[src/rtl/accum_pkg.sv]
// Shared definitions for the accumulator result FIFO: register offsets,
// STATUS/CTRL bit positions and default sizing.
package accum_pkg;

    localparam int FIFO_DEPTH = 8;
    localparam int DROP_CNT_W = 8;

    typedef enum logic [1:0] {
        REG_DATA   = 2'd0,
        REG_STATUS = 2'd1,
        REG_CTRL   = 2'd2,
        REG_RSVD   = 2'd3
    } reg_addr_e;

    // STATUS layout; the occupancy count sits in [AW:0]
    localparam int ST_EMPTY_BIT = 8;
    localparam int ST_FULL_BIT  = 9;
    localparam int ST_OVF_BIT   = 10;
    localparam int ST_UDF_BIT   = 11;
    localparam int ST_DROP_LSB  = 16;

    // CTRL layout; the threshold sits in [AW:0]
    localparam int CTRL_THR_EN_BIT = 8;
    localparam int CTRL_OVF_EN_BIT = 9;
    localparam int CTRL_FLUSH_BIT  = 31;

endpackage

[src/rtl/sync_fifo.sv]
// Single-clock FIFO with occupancy count, simultaneous push/pop and a
// flush that overrides everything. Reports pushes it had to drop.
module sync_fifo #(
    parameter int WIDTH = 32,
    parameter int DEPTH = 8,
    parameter int AW    = $clog2(DEPTH)
) (
    input  logic             clk,
    input  logic             rst_n,
    input  logic             push_i,
    input  logic [WIDTH-1:0] data_i,
    input  logic             pop_i,
    input  logic             flush_i,
    output logic [WIDTH-1:0] head_o,
    output logic [AW:0]      count_o,
    output logic             full_o,
    output logic             empty_o,
    output logic             drop_o
);

    logic [WIDTH-1:0] mem_q [DEPTH];
    logic [AW-1:0]    wr_ptr_q, rd_ptr_q;
    logic [AW:0]      count_q, count_d;
    logic             do_push, do_pop;

    assign full_o  = (count_q == (AW+1)'(DEPTH));
    assign empty_o = (count_q == '0);
    assign count_o = count_q;
    assign head_o  = mem_q[rd_ptr_q];

    // A pop in the same cycle frees the slot, so a full FIFO still accepts
    assign do_pop  = pop_i && !empty_o && !flush_i;
    assign do_push = push_i && !flush_i && (!full_o || do_pop);
    assign drop_o  = push_i && !flush_i && full_o && !do_pop;

    always_comb begin
        count_d = count_q;
        case ({do_push, do_pop})
            2'b10:   count_d = count_q + 1'b1;
            2'b01:   count_d = count_q - 1'b1;
            default: count_d = count_q;
        endcase
    end

    always_ff @(posedge clk or negedge rst_n) begin
        if (!rst_n) begin
            wr_ptr_q <= '0;
            rd_ptr_q <= '0;
            count_q  <= '0;
        end else if (flush_i) begin
            wr_ptr_q <= '0;
            rd_ptr_q <= '0;
            count_q  <= '0;
        end else begin
            if (do_push) wr_ptr_q <= wr_ptr_q + 1'b1;
            if (do_pop)  rd_ptr_q <= rd_ptr_q + 1'b1;
            count_q <= count_d;
        end
    end

    // NOTE: storage has no reset; an entry is only ever read after it was written.
    always_ff @(posedge clk) begin
        if (do_push) mem_q[wr_ptr_q] <= data_i;
    end

endmodule

[src/rtl/accum_result_fifo.sv]
// Captures accumulator results into a FIFO drained over Wishbone, with
// sticky overflow/underflow flags, a drop counter and a level interrupt.
module accum_result_fifo
    import accum_pkg::*;
#(
    parameter int BITS  = 32,
    parameter int DEPTH = FIFO_DEPTH,
    parameter int AW    = $clog2(DEPTH)
) (
    input  logic            clk,
    input  logic            reset_n,
    input  logic            in_valid,
    input  logic [BITS-1:0] in_data,
    input  logic            wbs_stb_i,
    input  logic            wbs_cyc_i,
    input  logic            wbs_we_i,
    input  logic [3:0]      wbs_sel_i,
    input  logic [31:0]     wbs_adr_i,
    input  logic [31:0]     wbs_dat_i,
    output logic            wbs_ack_o,
    output logic [31:0]     wbs_dat_o,
    output logic            irq
);

    logic                  ack_q;
    logic [31:0]           dat_q;
    logic                  ovf_q, ovf_d, udf_q, udf_d;
    logic [DROP_CNT_W-1:0] drop_q, drop_d;
    logic [AW:0]           thr_q;
    logic                  thr_en_q, ovf_en_q, irq_q;

    logic [BITS-1:0] fifo_head;
    logic [AW:0]     fifo_count;
    logic            fifo_full, fifo_empty, fifo_drop;

    reg_addr_e   adr;
    logic        access, rd, wr, pop, flush, w1c_ovf, w1c_udf;
    logic [31:0] status_w, ctrl_w, rdata;
    logic        unused_ok;

    assign adr    = reg_addr_e'(wbs_adr_i[3:2]);
    assign access = wbs_cyc_i && wbs_stb_i && !ack_q;
    assign rd     = access && !wbs_we_i;
    assign wr     = access && wbs_we_i;

    assign pop     = rd && (adr == REG_DATA);
    assign flush   = wr && (adr == REG_CTRL) && wbs_sel_i[3] && wbs_dat_i[CTRL_FLUSH_BIT];
    assign w1c_ovf = wr && (adr == REG_STATUS) && wbs_sel_i[1] && wbs_dat_i[ST_OVF_BIT];
    assign w1c_udf = wr && (adr == REG_STATUS) && wbs_sel_i[1] && wbs_dat_i[ST_UDF_BIT];

    assign unused_ok = ^{wbs_adr_i, wbs_dat_i, wbs_sel_i[2]};

    sync_fifo #(
        .WIDTH (BITS),
        .DEPTH (DEPTH),
        .AW    (AW)
    ) u_fifo (
        .clk     (clk),
        .rst_n   (reset_n),
        .push_i  (in_valid),
        .data_i  (in_data),
        .pop_i   (pop),
        .flush_i (flush),
        .head_o  (fifo_head),
        .count_o (fifo_count),
        .full_o  (fifo_full),
        .empty_o (fifo_empty),
        .drop_o  (fifo_drop)
    );

    always_comb begin
        status_w = '0;
        status_w[AW:0]                          = fifo_count;
        status_w[ST_EMPTY_BIT]                  = fifo_empty;
        status_w[ST_FULL_BIT]                   = fifo_full;
        status_w[ST_OVF_BIT]                    = ovf_q;
        status_w[ST_UDF_BIT]                    = udf_q;
        status_w[ST_DROP_LSB +: DROP_CNT_W]     = drop_q;

        ctrl_w = '0;
        ctrl_w[AW:0]            = thr_q;
        ctrl_w[CTRL_THR_EN_BIT] = thr_en_q;
        ctrl_w[CTRL_OVF_EN_BIT] = ovf_en_q;

        case (adr)
            REG_DATA:   rdata = fifo_empty ? '0 : fifo_head;
            REG_STATUS: rdata = status_w;
            REG_CTRL:   rdata = ctrl_w;
            default:    rdata = '0;
        endcase
    end

    // NOTE: combinational next-state logic uses blocking '=' so later lines see
    // earlier ones; the registers below use '<=' only.
    always_comb begin
        drop_d = drop_q;
        if (w1c_ovf) drop_d = '0;
        if (fifo_drop && (drop_d != '1)) drop_d = drop_d + 1'b1;
        ovf_d = (ovf_q && !w1c_ovf) || fifo_drop;
        udf_d = (udf_q && !w1c_udf) || (pop && fifo_empty);
    end

    always_ff @(posedge clk or negedge reset_n) begin
        if (!reset_n) begin
            ack_q    <= 1'b0;
            dat_q    <= '0;
            ovf_q    <= 1'b0;
            udf_q    <= 1'b0;
            drop_q   <= '0;
            thr_q    <= '0;
            thr_en_q <= 1'b0;
            ovf_en_q <= 1'b0;
            irq_q    <= 1'b0;
        end else begin
            ack_q  <= access;
            ovf_q  <= ovf_d;
            udf_q  <= udf_d;
            drop_q <= drop_d;
            if (rd) dat_q <= rdata;
            if (wr && (adr == REG_CTRL)) begin
                if (wbs_sel_i[0]) thr_q <= wbs_dat_i[AW:0];
                if (wbs_sel_i[1]) begin
                    thr_en_q <= wbs_dat_i[CTRL_THR_EN_BIT];
                    ovf_en_q <= wbs_dat_i[CTRL_OVF_EN_BIT];
                end
            end
            irq_q <= (thr_en_q && (fifo_count >= thr_q) && (thr_q != '0))
                  || (ovf_en_q && ovf_q);
        end
    end

    assign wbs_ack_o = ack_q;
    assign wbs_dat_o = dat_q;
    assign irq       = irq_q;

endmodule

[config.mk]
export PLATFORM = sky130hd
export DESIGN_NAME = accum_result_fifo
export DESIGN_NICKNAME = d
export VERILOG_FILES = /design/src/rtl/accum_pkg.sv /design/src/rtl/sync_fifo.sv /design/src/rtl/accum_result_fifo.sv
export SDC_FILE = /design/constraint.sdc
export NUM_CORES = 1
export LEC_CHECK = 0
export BUFFER_PORTS_ARGS = -buffer_cell sky130_fd_sc_hd__buf_2
export CORE_UTILIZATION = 40
export CTS_BUF_LIST = sky130_fd_sc_hd__clkbuf_8
export CTS_CLUSTER_SIZE = 28
export DETAILED_ROUTE_END_ITERATION = 16
export HOLD_SLACK_MARGIN = 0.12
export PLACE_DENSITY_LB_ADDON = 0.12
export REMOVE_ABC_BUFFERS = 1
export SLEW_MARGIN = 20
export SYNTH_ARGS = -nofsm -noshare
export SYNTH_HDL_FRONTEND = slang
export SYNTH_SLANG_ARGS = --single-unit
[constraint.sdc]
create_clock -name clk -period 7.3 [get_ports clk]
set_input_delay 0.365 -clock clk [delete_from_list [all_inputs] [get_ports clk]]
set_output_delay 0.365 -clock clk [all_outputs]
set_load 0.02 [all_outputs]
### Word-level counts from Yosys, hierarchy flattened

Memory sizes are Yosys's and may differ from the RTL's.
Index checks and enable logic that the tools add are counted.

| storage, ports and cells | value |
|---|---|
| RAM bits | 256 |
| bits in registers | 60 |
| output and inout port bits | 34 |
| memories kept | 1 |
| logic and storage cells | 82 |

Memories:

| name | depth | bits a word | read ports | clocked after Yosys merged registers in | wr ports | RTL line | source |
|---|---|---|---|---|---|---|---|
| u_fifo.mem_q | 8 | 32 | 1 | 0 | 1 | sync_fifo.sv:21 | `logic [WIDTH-1:0] mem_q [DEPTH];` |

| operators by class | value |
|---|---|
| mux-type cells | 12 |
| add/subtract/negate cells | 5 |
| reductions and logical operators | 45 |
| magnitude comparators | 1 |
| equal/unequal tests | 6 |

Operators by type and width:

| operator | number |
|---|---|
| 32-bit case mux with 3 select lines | 1 |
| 32-bit 2-to-1 mux | 1 |
| 1-bit logical AND | 25 |
| 8-bit 2-to-1 mux | 2 |
| 3-bit 2-to-1 mux | 4 |
| 8-bit by 1-bit adder with 8-bit output (second input constant) | 1 |
| 1-bit zero test | 8 |
| 8-bit != test (second input constant) | 1 |
| 4-bit case mux with 2 select lines | 1 |
| 3-bit by 1-bit adder with 3-bit output (second input constant) | 2 |
| 4-bit by 1-bit adder with 4-bit output (second input constant) | 1 |
| 2-bit by 1-bit == test with 1-bit output (second input constant) | 2 |
| 2-bit == test (second input constant) | 2 |
| 4-bit == test (second input constant) | 1 |
| 4-bit >= comparator | 1 |
| 4-bit zero test | 1 |
| 1-bit logical OR | 4 |
| 4-bit 2-to-1 mux | 1 |
| 2-bit AND reduction | 2 |
| 2-bit nonzero test | 2 |
| 4-bit nonzero test | 1 |
| 4-bit by 1-bit subtractor with 4-bit output (second input constant) | 1 |
| 3-bit nonzero test | 1 |
| 2-bit zero test | 1 |
| 1-bit 2-to-1 mux | 2 |

### Longest topological paths before layout

Gate-level depths: netlist (run 1).

| depth | value |
|---|---|
| word-level depth | 13 |
| depth in mapped cells | 9 |

### Hierarchy

From an unflattened synthesis (run 1), not the netlist that was laid out.

| unflattened totals | value |
|---|---|
| cells, all modules | 715 |
| area total of the unflattened synthesis | 12,806.0 sq um |

Modules (own cells, without submodules):

| module | sequential area each (sq um) | area each (sq um) | times used | cells each |
|---|---|---|---|---|
| sync_fifo | 7,937.6 | 10,316.1 | 1 | 462 |
| accum_result_fifo | 1,251.2 | 2,489.9 | 1 | 253 |

### Least setup slack after synthesis (run 1)

Ideal clock, no wire load.

| path | value |
|---|---|
| path type | register -> register |
| from | register ack_q (netlist: wbs_ack_o) |
| to | memory u_fifo.mem_q[4][0] (enable) |
| stages on the path, launching flop included | 6 |
| data arrival time | 4,780 ps |
| slack | 2,006 ps |
| period minus slack after synthesis | 5,294 ps |
| required time | 6,787 ps |
| buffers on the path | 1 |
| path through | dfrtp_1 -> nand4bb_1 -> buf_2 -> o21ai_2 -> nand3_1 -> nor4b_1 |

| between the ends | value |
|---|---|
| longest elaborated chain between the ends | 12 |
| elaborated cells between the ends (all ways) | 16 |

RTL lines:

| what | RTL line | source |
|---|---|---|
| start: declaration | accum_result_fifo.sv:25 | `logic ack_q;` |
| start signal: assignment | accum_result_fifo.sv:115 | `ack_q <= access;` |
| 1-bit zero test (*) | accum_result_fifo.sv:42 | `assign access = wbs_cyc_i && wbs_stb_i && !ack_q;` |
| 1-bit logical AND (*) | accum_result_fifo.sv:42 |  |
| 1-bit logical AND | accum_result_fifo.sv:44 | `assign wr = access && wbs_we_i;` |
| 1-bit logical AND (3 in series) | accum_result_fifo.sv:47 | `assign flush = wr && (adr == REG_CTRL) && wbs_sel_i[3] && wbs_dat_i[CTRL_FLUSH_BIT];` |
| 1-bit zero test | sync_fifo.sv:32, sync_fifo.sv:33 |  |
| 1-bit logical AND | sync_fifo.sv:32 | `assign do_pop = pop_i && !empty_o && !flush_i;` |
| 1-bit logical OR | sync_fifo.sv:33 | `assign do_push = push_i && !flush_i && (!full_o \|\| do_pop);` |
| 1-bit logical AND (*) | sync_fifo.sv:33 |  |
| 1-bit 2-to-1 mux (*) | sync_fifo.sv:63 | `if (do_push) mem_q[wr_ptr_q] <= data_i;` |
| 1-bit 2-to-1 mux (not written as such) (*) | sync_fifo.sv:63 |  |
| end: declaration | sync_fifo.sv:21 |  |

Every way passes the cells marked *; elsewhere a longest branch is shown, timed or not.

### Final worst setup path (run 1)

| path | value |
|---|---|
| from | register ack_q (netlist: wbs_ack_o) |
| to | memory u_fifo.mem_q[5][19] (enable) |

Same word-level chain as after synthesis.

==> flow_summary.yaml, run 1 <==
status:
  status: "finished, final reports clean"
floorplan:
  coreArea_sq_um: 30700
  io-pin-count: 140
  die_h_microns: 179
  die-width_microns: 179
  start_util_pct: 40.7
  dieArea_sq_um: 31900
  rows: 64
power:
  irDropWorstVdd_v: 0.000178
  pwr-share-clk_pct: 29.2
  p_per_area_nw_per_um2: 345
  combPwrFrac_pct: 22.9
  intPower_mw: 3.61
  pwr-share-seq_pct: 47.9
  p_sw_share_pct: 29.6
  power.switching_mw: 1.52
  p_leak_nw: 5.26
worst_setup_path:
  arrival_ps: 3940
  path_class: "flip-flop to flip-flop"
  crit_required_ps: 7500
  crit_path_end_kind: "flip-flop"
  cp_max_fo: 53
  critPathLaunchType: "flip-flop"
global_route:
  grt_usage_pct: 18.0
  grt-ovfl-total: 0
  grt_pass1_vias: 7146
  grt_max_degree: 61
  antenna_found_initial: 2
  grt_pass1_wl_microns: 41800
sta:
  rsz0062_at_grt: "no"
  tns_ps: 0
  max_freq_mhz: 268
  fin_ws_ps: 3560
  finClkSkew_ps: 30.7
  min_period_ps: 3740
  hold_viol_final: 0
  relSlewSlack_pct: 31.8
  worst_slew_pin_slew_ps: 1020
  slew_viol_final: 0
  setup_viol_count_final: 0
  fin_crit_sh_pct: 51.2
clocking:
  clk_latency_ps: 590
  numCtsBuffers: 52
  clk_path_buf_depth: 3
  clockRootBuffer: "clkbuf_8"
  cts_sinks: 316
  clkTransAtPathRegs_ps: 60
  tritoncts: "built"
  cts.htree.levels: 2
yosys:
  ys_top_cells_by_area: "edfxtp_1 (62%), dfrtp_1 (12%), mux4_2 (12%)"
  synth_area_sq_um: 12500
  synth_warnings: 0
  synth_largest_area_cell: "edfxtp_1"
  synth_area_per_cell_sq_um: 18.9
  postSynthCellCount: 662
  yosysTopAreaCellShare_pct: 61.5
  synthDistinctLibCells: 50
  yosysSeqAreaShare_pct: 73.6
  ys_seq_elements: 316
placed_design:
  gp_congestion: 0.757
  port_buffers: 85
  hpwl_microns: 14000
  dpl-instance-area_sq_um: 13400
  placed_cells: 1120
  dp_slack_ps: 3410
route:
  wl_per_cell_microns: 21.7
  drt_iter0_drc: 347
  ant_nets: 0
  drtPass1Iterations: 4
  drc: 0
  post_drt_via_cell_ratio: 5.36
  num_vias: 6764
  routed_wl_microns: 27400
layout:
  layout-drive-gt1-share_pct: 30.0
  area_growth_pct: 19.1
  multiInputGateArea_sq_um: 3190
  fillCellCount: 2616
  register_area_sq_um: 9200
  stdcell_count: 1261
  design_area_sq_um: 14900
  nets: 935
worst_hold_path:
  hp-class: "primary input to flip-flop"
flow_run:
  max_cap_viol_count: 0
layout make-up:
cell class | count | area share [%]
Antenna cell | 1 | 0.0168
Timing Repair Buffer | 141 | 6.41
Sequential cell | 316 | 61.8
Clock inverter | 40 | 1.57
Tap cell | 396 | 3.33
Clock buffer | 57 | 5.28
Multi-Input combinational cell | 305 | 21.4
Inverter | 5 | 0.126
cells in the mapped netlist, drive strengths merged:
cell type / n
edfxtp: 256
mux4: 64
dfrtp: 60
nand2: 59
mux2i: 34
buf: 22
o21ai: 22
o221ai: 16
clkbuf: 14
nor2: 10
ha: 8
nand3: 8
a22oi: 7
nor3: 7
mux2: 6
nand4: 6
and4: 5
inv: 5
nor4: 5
a31oi: 4
a21o: 3
a21oi: 3
and3: 3
and4b: 3
nor2b: 3
nor3b: 3
nor4b: 3
xnor2: 3
xor2: 3
a22o: 2
a41oi: 2
and2: 2
or2: 2
or3: 2
a211oi: 1
a32o: 1
a41o: 1
and4bb: 1
nand2b: 1
nand4bb: 1
o41ai: 1
final timing paths:
check	from	end	slack, ps	cells past startpoint
min reg2reg	wbs_dat_o[28]	wbs_dat_o[28]	470	2
max reg2reg	wbs_ack_o	u_fifo.mem_q[5][19]	3560	6
max	wbs_ack_o	u_fifo.mem_q[5][19]	3560	6
min	wbs_dat_i[11]	udf_q	180	3
min in group asynchronous	reset_n	wbs_dat_o[0]	560	3
max in group asynchronous	reset_n	u_fifo.rd_ptr_q[0]	6060	3
timing repair:
item                                   in CTS  in global routing
endpoints found under the hold margin     324                  0
buffers inserted                            0                  0
gates resized for setup                     0                  0
setup endpoints to repair                   0                  0
hold buffers                               43                  0
cell families (layout without fill, tap and decap cells):
family	count (synthesis)	count (layout)	share of synthesized area (%)
compound gates	63	63	3.59
simple gates	124	124	5.40
xor+xnor	6	6	0.421
buf+inv	41	243	1.42
fa+ha+maj	8	8	0.801
mux	104	104	14.8
flops	316	316	73.6
other cells	0	1	0
registers in the layout (all words and copies together), names as in the netlist:
register and cells:
udf_q 1, u_fifo.mem_q 256, u_fifo.count_o 4, ovf_q 1
wbs_ack_o 1, wbs_dat_o 32, u_fifo.wr_ptr_q 3, u_fifo.rd_ptr_q 3
thr_en_q 1, irq 1, thr_q 4, ovf_en_q 1
drop_q 8
routing by layer:
metal / share of wire [%] / track usage, % / vias to the layer above
met3: 4.3 / 3.27 / 57
li1: - / - / 3012
met2: 48 / 29.2 / 160
met1: 45 / 24.4 / 3533
met4: 2.2 / 6.21 / 2
met5: 0.047 / 0 / -
power by group through the flow:
stage | Clock (mW) | Sequential [mW] | Combinational, mW
detailed placement | 0 | 2.50 | 1.18
global placement | 0 | 2.48 | 1.16
finish | 1.50 | 2.46 | 1.17
CTS | 1.55 | 2.47 | 1.21
global route | 1.62 | 2.50 | 1.29
floorplan | 0 | 2.59 | 0.714
critical path, stage by stage (launching register included):
cell and delay (ps):
dfrtp_1 400, nand4bb_4 880, o21ai_2 780, nor2b_1 280, nand2_1 220, nor3b_2 260
buf_4 510
cells in the final DEF (no fill, tap or decap), types with 3 or more instances in the layout:
master / n
edfxtp_1: 256
buf_2: 85
mux4_2: 64
nand2_1: 59
clkbuf_8: 57
dfrtp_1: 57
dlygate4sd3_1: 43
mux2i_1: 34
inv_1: 26
o21ai_0: 21
o221ai_1: 16
buf_4: 13
clkinv_2: 9
nand3_1: 8
nor2_1: 8
ha_1: 8
a22oi_1: 7
nand4_1: 6
mux2_2: 6
clkinv_1: 6
and4_1: 5
nor3_1: 5
a31oi_1: 4
xor2_1: 3
nor2b_1: 3
and4b_1: 3
nor4b_2: 3
and3_1: 3
xnor2_1: 3
a21o_1: 3
a21oi_1: 3
stage by stage:
stage | power, mW | utilization [%] | hold WS (ps)
finish | 5.13 | 48.5 | 182
global route | 5.41 | 48.5 | 160
CTS | 5.23 | 48.5 | 121
detailed placement | 3.68 | 43.8 | 466
global placement | 3.65 | 43.8 | 464
floorplan | 3.30 | - | 69.4
Power figures use the tool's default switching activity.
==> inputs of run 2 (changes only) <==
==> constraint.sdc (replaced) <==
create_clock -name clk -period 3.1 [get_ports clk]
set_input_delay 0.155 -clock clk [delete_from_list [all_inputs] [get_ports clk]]
set_output_delay 0.155 -clock clk [all_outputs]
set_load 0.02 [all_outputs]
==> run 2 against run 1 <==
  * Hold slack got worse by 22 ps
  * Critical endpoint is now u_fifo.count_o[0]
  * Register-to-register slack got worse by 3100 ps
  * Critical path depth rose by 1
  * Global-route usage fell by 0.27 points
  * Die area did not move
  * Maximum frequency rose by 43%
==> flow_summary.yaml, run 2 (synthesized netlist as in run 1, its figures left out) <==
global_route:
  grt_usage_pct: 17.7
  grt_pass1_vias: 7144
  grt_pass1_wl_microns: 41500
  grt-ovfl-total: 0
  antenna_found_initial: 1
  grt_max_degree: 45
worst_setup_path:
  critPathLaunchType: "flip-flop"
  cp_max_fo: 27
  max_stage_delay_ps: 560
  arrival_ps: 3060
  crit_path_end_kind: "flip-flop"
  r2r-end: "u_fifo.count_o[0]"
  reg2reg_from: "wbs_ack_o"
  path_class: "flip-flop to flip-flop"
  regToRegSetupSlack_ps: 480
  crit_family: "buffers and inverters"
  cp_slowest_cell: "or3_4"
  cp_num_buf_inv: 2
  crit_required_ps: 3540
  worstPathCellList: "nand4bb_4 > buf_4 > or3_4 > a41oi_2 > xnor2_1 > a31oi_1 > dlygate4sd3_1"
  rr_worst_depth: 7
placed_design:
  hpwl_microns: 16100
  port_buffers: 85
  dpl-instance-area_sq_um: 13600
  dp_slack_ps: 551
  gp_congestion: 0.801
sta:
  fin_crit_sh_pct: 84.4
  hold_viol_final: 0
  fin_ws_ps: 483
  rsz0062_at_grt: "no"
  slew_viol_final: 0
  worst_slew_pin_slew_ps: 696
  setup_viol_count_final: 0
  tns_ps: 0
  min_period_ps: 2620
  finClkSkew_ps: 24.4
  relSlewSlack_pct: 53.5
  max_freq_mhz: 382
floorplan:
  die_h_microns: 179
  die-width_microns: 179
  dieArea_sq_um: 31900
  coreArea_sq_um: 30700
  io-pin-count: 140
  rows: 64
  start_util_pct: 40.7
route:
  ant_nets: 0
  post_drt_via_cell_ratio: 5.22
  drt_iter0_drc: 404
  routed_wl_microns: 27500
  drtPass1Iterations: 5
  wl_per_cell_microns: 21.3
  drc: 0
  num_vias: 6733
clocking:
  cts_resized: 0
  clk_path_buf_depth: 3
  cts_sinks: 316
  clockRootBuffer: "clkbuf_8"
  clk_latency_ps: 580
  cts.htree.levels: 2
  cts-hold-fix-buffers: 57
  clkTransAtPathRegs_ps: 60
  numCtsBuffers: 51
  tritoncts: "built"
  post-cts-setup-buffers: 0
power:
  power.switching_mw: 3.55
  irDropWorstVdd_v: 0.000652
  pwr-share-seq_pct: 47.0
  pwr-share-clk_pct: 28.3
  p_leak_nw: 5.38
  intPower_mw: 8.60
  p_per_area_nw_per_um2: 802
  p_sw_share_pct: 29.2
  combPwrFrac_pct: 24.6
layout:
  layout_commonest_cell: "edfxtp_1"
  area_growth_pct: 21.3
  largest_reg_flops: 256
  final_cell_mix: "edfxtp_1 (256), buf_2 (85), mux4_2 (64)"
  largest_register: "u_fifo.mem_q"
  layout-drive-gt1-share_pct: 30.4
  fillCellCount: 2634
  nets: 965
  design_area_sq_um: 15100
flow_run:
  max_cap_viol_count: 0
worst_hold_path:
  hp-class: "primary input to asynchronous set/reset pin"
status:
  status: "finished, final reports clean"
[run 2: cell type report]
| cell class | instances | area, sq um | share of cell area [%] |
|---|---|---|---|
| multi-input combinational | 305 | 3190 | 21.0 |
| clock buffer | 53 | 729 | 4.82 |
| timing repair buffer | 172 | 1260 | 8.31 |
| antenna | 1 | 2.50 | 0.0165 |
| inverter | 5 | 18.8 | 0.124 |
| tap | 396 | 495 | 3.27 |
| sequential | 316 | 9200 | 60.7 |
| clock inverter | 41 | 262 | 1.73 |
[run 2: power groups by stage]
stage          combinational [mW]  clock, mW  sequential, mW
6_report                     2.99       3.44            5.71
5_1_grt                      3.27       3.74            5.77
4_1_cts                      3.08       3.56            5.72
3_5_place_dp                 2.97          0            5.80
3_3_place_gp                 2.94          0            5.76
2_1_floorplan                1.68          0            6.09
[run 2: per-layer routing]
| layer | part of all wire [%] | track usage, % | up-vias |
|---|---|---|---|
| li1 | - | - | 3072 |
| met1 | 44 | 23.7 | 3429 |
| met2 | 49 | 29.5 | 187 |
| met3 | 5.0 | 3.31 | 45 |
| met4 | 1.7 | 4.98 | 0 |
| met5 | 0 | 0 | - |
[run 2: worst max-delay path by stage]
stage / slack (ps) / endpoint / depth (start not counted) / from
final: 480 / u_fifo.count_o[0] / 7 / wbs_ack_o
after global routing: 340 / drop_q[5] / 8 / wbs_ack_o
after detailed placement: 550 / drop_q[5] / 8 / wbs_ack_o
after CTS: 480 / u_fifo.count_o[0] / 7 / wbs_ack_o
after global placement: 580 / drop_q[5] / 8 / wbs_ack_o
after floorplan: -3540 / u_fifo.mem_q[4][0] / 4 / wbs_ack_o
[run 2: through the flow]
stage	hold slack (ps)	total power, mW	std cells	utilization, %
6_report	160	12.1	1289	49.4
2_1_floorplan	-141	7.77	626	-
5_1_grt	177	12.8	1289	49.4
3_3_place_gp	216	8.71	1137	44.3
3_5_place_dp	229	8.77	1137	44.3
4_1_cts	125	12.4	1288	49.4
==> inputs of run 3 (changes only) <==
==> constraint.sdc (replaced) <==
create_clock -name clk -period 2.71 [get_ports clk]
set_input_delay 0.1355 -clock clk [delete_from_list [all_inputs] [get_ports clk]]
set_output_delay 0.1355 -clock clk [all_outputs]
set_load 0.02 [all_outputs]
==> run 3 against run 2 <==
  * Combinational power grew 16%
  * First-iteration DRC count is 25% lower
  * Critical path depth unchanged
  * Sequential share of layout area shrank 0.91 points
  * Routed wire length grew 0.47%
  * Largest power group unchanged
==> flow_summary.yaml, run 3 (synthesized netlist as in run 1, its figures left out) <==
status:
  status: "finished, final reports clean"
layout:
  register_area_sq_um: 9200
  nets: 976
  layout-drive-gt1-share_pct: 31.3
  antennaDiodeCount: 0
  largest_register: "u_fifo.mem_q"
  layout_commonest_cell: "edfxtp_1"
  stdcell_count: 1302
  fillCellCount: 2540
  largest_reg_flops: 256
  final_cell_mix: "edfxtp_1 (256), buf_2 (85), mux4_2 (64)"
  multiInputGateArea_sq_um: 3190
  area_growth_pct: 23.1
  fin_util_pct: 50.1
clocking:
  clkTransAtPathRegs_ps: 60
  cts.htree.levels: 2
  clockRootBuffer: "clkbuf_8"
  clk_latency_ps: 580
  cts_sinks: 316
  clk_path_buf_depth: 3
  tritoncts: "built"
  numCtsBuffers: 52
global_route:
  grt_pass1_vias: 7388
  antenna_found_initial: 0
  grt-ovfl-total: 0
  grt_max_degree: 32
  grt_usage_pct: 18.0
  grt_pass1_wl_microns: 42300
route:
  ant_nets: 0
  num_vias: 6856
  drt_iter0_drc: 305
  post_drt_via_cell_ratio: 5.27
  drc: 0
  routed_wl_microns: 27600
  drtPass1Iterations: 5
  wl_per_cell_microns: 21.2
floorplan:
  start_util_pct: 40.7
  dieArea_sq_um: 31900
  coreArea_sq_um: 30700
  die_h_microns: 179
  die-width_microns: 179
  rows: 64
  io-pin-count: 140
worst_hold_path:
  whs_endpoint: "wbs_dat_o[10]"
  min_delay_path_depth: 5
  hp-class: "primary input to flip-flop"
  hold_start: "wbs_adr_i[3]"
worst_setup_path:
  critPathLaunchType: "flip-flop"
  r2r-end: "u_fifo.count_o[0]"
  crit_family: "buffers and inverters"
  path_class: "flip-flop to flip-flop"
  worstPathCellList: "nand4bb_4 > buf_6 > or3_4 > a41oi_2 > xnor2_1 > a31oi_1 > dlygate4sd3_1"
  cp_slowest_cell: "dlygate4sd3_1"
  crit_required_ps: 3160
  cp_max_fo: 27
  regToRegSetupSlack_ps: 130
  crit_path_end_kind: "flip-flop"
  reg2reg_from: "wbs_ack_o"
  arrival_ps: 3030
  cp_num_buf_inv: 2
  max_stage_delay_ps: 570
  rr_worst_depth: 7
power:
  irDropWorstVdd_v: 0.000484
  p_per_area_nw_per_um2: 925
  p_leak_nw: 5.50
  finalPower_mw: 14.2
placed_design:
  hpwl_microns: 16400
  port_buffers: 85
  gp_congestion: 0.779
  placed_cells: 1143
sta:
  finClkSkew_ps: 19.8
  hold_viol_final: 0
  setup_viol_count_final: 0
  relSlewSlack_pct: 53.6
  min_period_ps: 2580
  worst_slew_pin_slew_ps: 689
  hold_slack_ps: 190
  rsz0062_at_grt: "no"
  slew_viol_final: 0
  fin_crit_sh_pct: 95.3
  max_freq_mhz: 387
  tns_ps: 0
flow_run:
  max_cap_viol_count: 0
-- run 3: worst max path at each step --
| stage | from | end | slack [ps] | cells past startpoint |
|---|---|---|---|---|
| after global routing | wbs_ack_o | u_fifo.count_o[0] | 10 | 7 |
| after floorplan | wbs_ack_o | u_fifo.mem_q[4][0] | -3930 | 4 |
| after detailed placement | wbs_ack_o | u_fifo.mem_q[5][24] | 120 | 6 |
| after global placement | wbs_ack_o | u_fifo.mem_q[5][12] | 130 | 6 |
| final | wbs_ack_o | u_fifo.count_o[0] | 130 | 7 |
| after CTS | wbs_ack_o | u_fifo.count_o[0] | 90 | 7 |
-- run 3: cell type report --
cell class	count	area share, %
Timing Repair Buffer	182	9.07
Inverter	5	0.122
Sequential cell	316	59.8
Multi-Input combinational cell	305	20.8
Clock inverter	37	1.58
Clock buffer	61	5.46
Tap cell	396	3.22
-- run 3: what timing repair did --
item | CTS | global route
buffers inserted | 0 | 1
setup endpoints to repair | 0 | 14
hold endpoints to repair | 339 | 0
hold buffers | 60 | 0
resized for setup | 0 | 2
-- run 3: per-layer routing --
layer | vias to the layer above | routed length [microns] | track usage [%]
li1 | 3100 | - | -
met1 | 3535 | 12100 | 23.7
met2 | 180 | 13600 | 30.3
met3 | 41 | 1380 | 3.22
met4 | 0 | 501 | 5.65
met5 | - | 0 | 0
-- run 3: where the power goes --
| part | switching (mW) | internal [mW] | total (mW) |
|---|---|---|---|
| combinational | 1.77 | 1.70 | 3.47 |
| clock | 1.83 | 2.35 | 4.18 |
| sequential | 0.486 | 6.08 | 6.57 |
-- run 3: metrics by stage --
stage / instance area, sq um / setup slack (ps)
2_1_floorplan: 12300 / -3930
3_3_place_gp: 13700 / 135
3_5_place_dp: 13700 / 124
4_1_cts: 15400 / 86.4
5_1_grt: 15400 / 10.6
6_report: 15400 / 127
-- run 3: worst register-to-register path, cell delays in order, from the launching register on --
cell and delay [ps]:
dfrtp_1 400, nand4bb_4 280, buf_6 250, or3_4 520, a41oi_2 230, xnor2_1 160, a31oi_1 70, dlygate4sd3_1 570
